--- config.mk ---
export PLATFORM = sky130hd
export DESIGN_NAME = if_fetch
export DESIGN_NICKNAME = d
export VERILOG_FILES = /design/src/rtl/if_fetch.sv
export SDC_FILE = /design/constraint.sdc
export NUM_CORES = 1
export LEC_CHECK = 0
export ABC_AREA = 1
export CORE_ASPECT_RATIO = 0.5
export CORE_MARGIN = 2
export CORE_UTILIZATION = 48
export DETAILED_ROUTE_END_ITERATION = 6
export GPL_TIMING_DRIVEN = 0
export PLACE_DENSITY = 0.89
export SYNTH_ARGS = -nofsm -noshare
export SYNTH_HDL_FRONTEND = slang
export SYNTH_SLANG_ARGS = --single-unit
--- constraint.sdc ---
create_clock -name clock -period 2.6 [get_ports clock]
set_input_delay 0.52 -clock clock [delete_from_list [all_inputs] [get_ports clock]]
set_output_delay 0.52 -clock clock [all_outputs]
set_load 0.01 [all_outputs]
--- src/rtl/if_fetch.sv ---
// if_fetch: instruction fetch stage with skid-buffered stall and branch redirect squash
module if_fetch #(
  parameter int unsigned            ADDR_WIDTH   = 14,
  parameter logic [ADDR_WIDTH-1:0]  RESET_VECTOR = '0,
  parameter logic [31:0]            NOP_WORD     = 32'h0000_0000
) (
  input  logic                  clock,
  input  logic                  reset,
  input  logic                  stall,
  input  logic                  branch_valid,
  input  logic [ADDR_WIDTH-1:0] branch_target,
  output logic                  imem_en,
  output logic [ADDR_WIDTH-1:0] imem_addr,
  input  logic [31:0]           imem_data,
  output logic [31:0]           instruction_out,
  output logic [ADDR_WIDTH-1:0] return_addr_out,
  output logic                  take_branch_addr_out
);
  typedef enum logic [1:0] {BOOT, RUN, HOLD} state_t;
  state_t                state;
  logic [ADDR_WIDTH-1:0] fetch_pc, pend_pc;
  logic                  data_valid, tgt_flag;
  logic [31:0]           skid;
  logic                  squash;
  // outputs follow the sync memory directly; squash covers reset, redirect and boot bubbles
  always_comb begin
    squash               = reset || branch_valid || state == BOOT;
    imem_en              = !reset && (branch_valid || !stall);
    imem_addr            = branch_valid ? branch_target : fetch_pc;
    instruction_out      = squash ? NOP_WORD : state == HOLD ? skid : data_valid ? imem_data : NOP_WORD;
    return_addr_out      = (reset || state == BOOT) ? '0 : pend_pc + ADDR_WIDTH'(1);
    take_branch_addr_out = squash ? 1'b0 : state == HOLD ? tgt_flag : tgt_flag && data_valid;
  end
  // pc sequencing and stall capture; redirect outranks stall, an issue moves to RUN
  always_ff @(posedge clock or posedge reset) begin
    if (reset) begin
      state      <= BOOT;
      fetch_pc   <= RESET_VECTOR;
      pend_pc    <= '0;
      data_valid <= 1'b0;
      skid       <= NOP_WORD;
      tgt_flag   <= 1'b0;
    end else if (branch_valid) begin
      state      <= RUN;
      pend_pc    <= branch_target;
      fetch_pc   <= branch_target + ADDR_WIDTH'(1);
      data_valid <= 1'b1;
      tgt_flag   <= 1'b1;
      skid       <= NOP_WORD;
    end else if (stall) begin
      if (state == RUN && data_valid) begin
        skid  <= imem_data;
        state <= HOLD;
      end else if (state == RUN) begin
        data_valid <= 1'b0;
      end
    end else begin
      state      <= RUN;
      pend_pc    <= fetch_pc;
      fetch_pc   <= fetch_pc + ADDR_WIDTH'(1);
      data_valid <= 1'b1;
      tgt_flag   <= 1'b0;
    end
  end
endmodule

==> summary.md <==
| Metric | Value |
|---|---|
| Status | completed |
| CTS H-Tree Depth | 3 |
| Wire length of the first global-routing pass | 18800 µm |
| Placed Instances | 747 |
| Cells along the critical path | inv_1, a21oi_4, nand2_2, buf_4, a211oi_1, dlygate4sd2_1 |
| Fill cells | 629 |
| Layout net count | 703 |
| Clock tree root buffer cell | sky130_fd_sc_hd__clkbuf_16 |
| Critical path's largest stage delay | 0.40 ns |
| IO Pins | 112 |
| Final worst-path cycle share | 0.970 |
| Worst EP arrival | 2.00 ns |
| Overall die height | 67.5 µm |
| Total wire length | 12000 µm |
| Top cell type by total area after synthesis | sky130_fd_sc_hd__dfrtp_1 |
| Worst min-delay path category | in -> async |
| Initial antenna violation count | 0 |
| Worst relative slew slack | 0.576 |
| Clock transition time at the flip-flop clock pins of the worst setup and hold paths | 0.06 ns |
| Post-synthesis cell count | 524 |
| Netlist area before placement | 3870 µm² |
| Highest achievable clock rate | 0.397 GHz |
| Post-route non-filler standard cell count | 767 |
| CTS tree | built |
| Synthesis Warnings | 0 |
| Vias in the first global route | 4044 |
| Most numerous cell types in the synthesized netlist | sky130_fd_sc_hd__nand2_1, sky130_fd_sc_hd__nand3_1, sky130_fd_sc_hd__dfrtp_1 |
| Final global-route overflow total | 0 |
| Tightest Pin Transition | 0.635 ns |
| Antenna Violating Nets Remaining | 0 |
| Number of DRC violations after detailed-routing iteration 0 | 360 |
| Crit-path leading delay family | buffers and inverters |
| Power density relative to cell area | 568 nW/µm² |
| Footprint of the multi-input gates | 1940 µm² |
| Storage cell area | 1600 µm² |
| Flop and latch count out of synthesis | 64 |
| Initial core utilization | 0.490 |
| Count of different cell masters after synthesis | 33 |
| Width of the die | 131 µm |
| Final setup violation count | 0 |
| Cell with the most instances after synthesis | sky130_fd_sc_hd__nand2_1 |
| Drt via density | 5.51 |
| Post-placement setup slack | -0.413 ns |
| Setup repair after global routing missed its margin | no |
| Total Die Area | 8850 µm² |
| Critical path data required time | 2.08 ns |
| Number of max-cap violations | 0 |
| Deepest clock path buffer count | 2 |
| Quantity of hold-fixing buffers added after cts | 0 |
| Pin count of the biggest net entering global routing | 40 |
| First-pass iteration count of the detailed router | 5 |
| Residual DRC | 0 |
| Leakage Power | 2.63 nW |
| Sequential share of the synthesized area | 0.413 |
| Antenna diode count | 0 |
| Async set-reset flop share out of synthesis | 1.00 |
| Worst skew pair latency | 0.35 ns |
| Final setup TNS | 0 ns |
| Number of buffers added on ports | 110 |
| Crit path buf inv count | 3 |
| Vias after detailed routing | 4227 |
| Synth-to-layout area growth | 42.1% |
| Avg Synthesized Cell Area | 7.39 µm² |
| Global router's overall resource usage | 0.280 |
| Gp weighted congestion | 0.906 |
| Cell Rows | 23 |
| Detailed-placement wirelength estimate | 8470 µm |
| Cells taking the most area after synthesis | sky130_fd_sc_hd__dfrtp_1, sky130_fd_sc_hd__nand3_1, sky130_fd_sc_hd__nand2_1, sky130_fd_sc_hd__a21oi_1, sky130_fd_sc_hd__inv_1 |
| Category of the worst setup path capture point | primary output |
| Critical path class | reg -> out |
| Top cell type's share of synthesized area | 0.413 |
| Critical path's slowest cell | sky130_fd_sc_hd__dfrtp_1 |
| Primary flip-flop cell chosen by synthesis mapping | sky130_fd_sc_hd__dfrtp_1 |
| Syn Nets | 577 |
| Clock skew after layout | 0.00547 ns |
| Time the worst path needs with I/O delays and setup | 2.52 ns |
| Final Hold Viols | 0 |
| WL per Instance | 15.7 µm |
| Largest fanout on the critical path | 10 |
| Setup ws final | 0.0782 ns |
| Fraction of final layout cells with drive strength greater than 1 | 0.140 |
| Startpoint Class | flip-flop |
| Max-slew violation total from the final report | 0 |
| Number of synthesized flops with an enable pin | 0 |
| Maximum resistive drop on vdd | 0.381 mV |
| Count of clock tree sinks | 64 |
| Core ar. | 7910 µm² |
| Clock buffer count from CTS | 9 |
==> cells in the final DEF (no fill, tap or decap), drive strengths merged, types with 27 or more instances in the layout <==
cell type | Yosys | routed
nor2 | 42 | 42
nand3 | 83 | 83
dlygate4sd2 | 0 | 34
nand2 | 121 | 121
o21ai | 34 | 34
inv | 53 | 53
dfrtp | 64 | 64
clkdlybuf4s50 | 0 | 69
a21oi | 52 | 52
buf | 20 | 27
==> sequential cells by signal, indices dropped and copies added, names as in the netlist <==
register / count
state: 2
skid: 32
tgt_flag: 1
data_valid: 1
fetch_pc: 14
pend_pc: 14
==> routing by layer <==
layer | up-vias | wire (µm) | global-route usage
met5 | - | 0 | 0
met4 | 0 | 255 | 0.0971
met3 | 25 | 990 | 0.0927
met2 | 199 | 5760 | 0.462
met1 | 1999 | 5000 | 0.351
li1 | 2004 | - | -
==> cell type report <==
type / count / area share
Buffer: 31 / 0.0323
Sequential cell: 64 / 0.291
Multi-Input combinational cell: 375 / 0.353
Inverter: 53 / 0.0370
Tap cell: 112 / 0.0255
Clock buffer: 11 / 0.0459
Timing Repair Buffer: 116 / 0.205
Clock inverter: 5 / 0.0100
==> stage by stage <==
stage | hold slack (ns) | area (µm²) | power, mW | utilization
after CTS | 0.480 | 5470 | 3.11 | 0.692
after floorplan | 0.449 | 3870 | 1.54 | -
after global placement | 0.465 | 5120 | 1.84 | 0.646
after detailed placement | 0.473 | 5140 | 1.87 | 0.649
after global routing | 0.510 | 5510 | 3.26 | 0.696
final | 0.471 | 5510 | 3.13 | 0.696
==> kinds of logic (layout without fill, tap and decap cells) <==
family,after synthesis,after routing,share of synthesized area
compound gates,119,119,0.179
flops,64,64,0.413
buf+inv,85,216,0.0952
xor+xnor,1,1,0.00226
fa+ha+maj,3,3,0.00969
simple gates,252,252,0.301
==> worst paths after layout <==
kind / to / depth (start not counted) / startpoint / slack [ns]
max: instruction_out[16] / 6 / state[0]$_DFFE_PP0P_ / 0.08
min: tgt_flag$_DFFE_PP0N_ / 2 / reset / 0.47
max reg2reg: skid[17]$_DFFE_PP0P_ / 7 / data_valid$_DFFE_PP0P_ / 0.97
min reg2reg: fetch_pc[1]$_DFFE_PP0N_ / 2 / fetch_pc[1]$_DFFE_PP0N_ / 0.49
max in group asynchronous: pend_pc[7]$_DFFE_PP0N_ / 3 / reset / 1.49
min in group clock: fetch_pc[1]$_DFFE_PP0N_ / 2 / fetch_pc[1]$_DFFE_PP0N_ / 0.49
==> where the power goes <==
group | switching, mW | internal, mW | total [mW]
clock | 0.464 | 0.790 | 1.25
sequential | 0.0565 | 1.09 | 1.15
combinational | 0.413 | 0.311 | 0.724
==> timing repair <==
item                                    in CTS  in global routing
endpoints found under the setup margin      45                 15
pin swaps                                    2                  1
setup buffers                                4                  1
resized for setup                           58                 10
No activity file was read; power rests on OpenSTA's default activity.
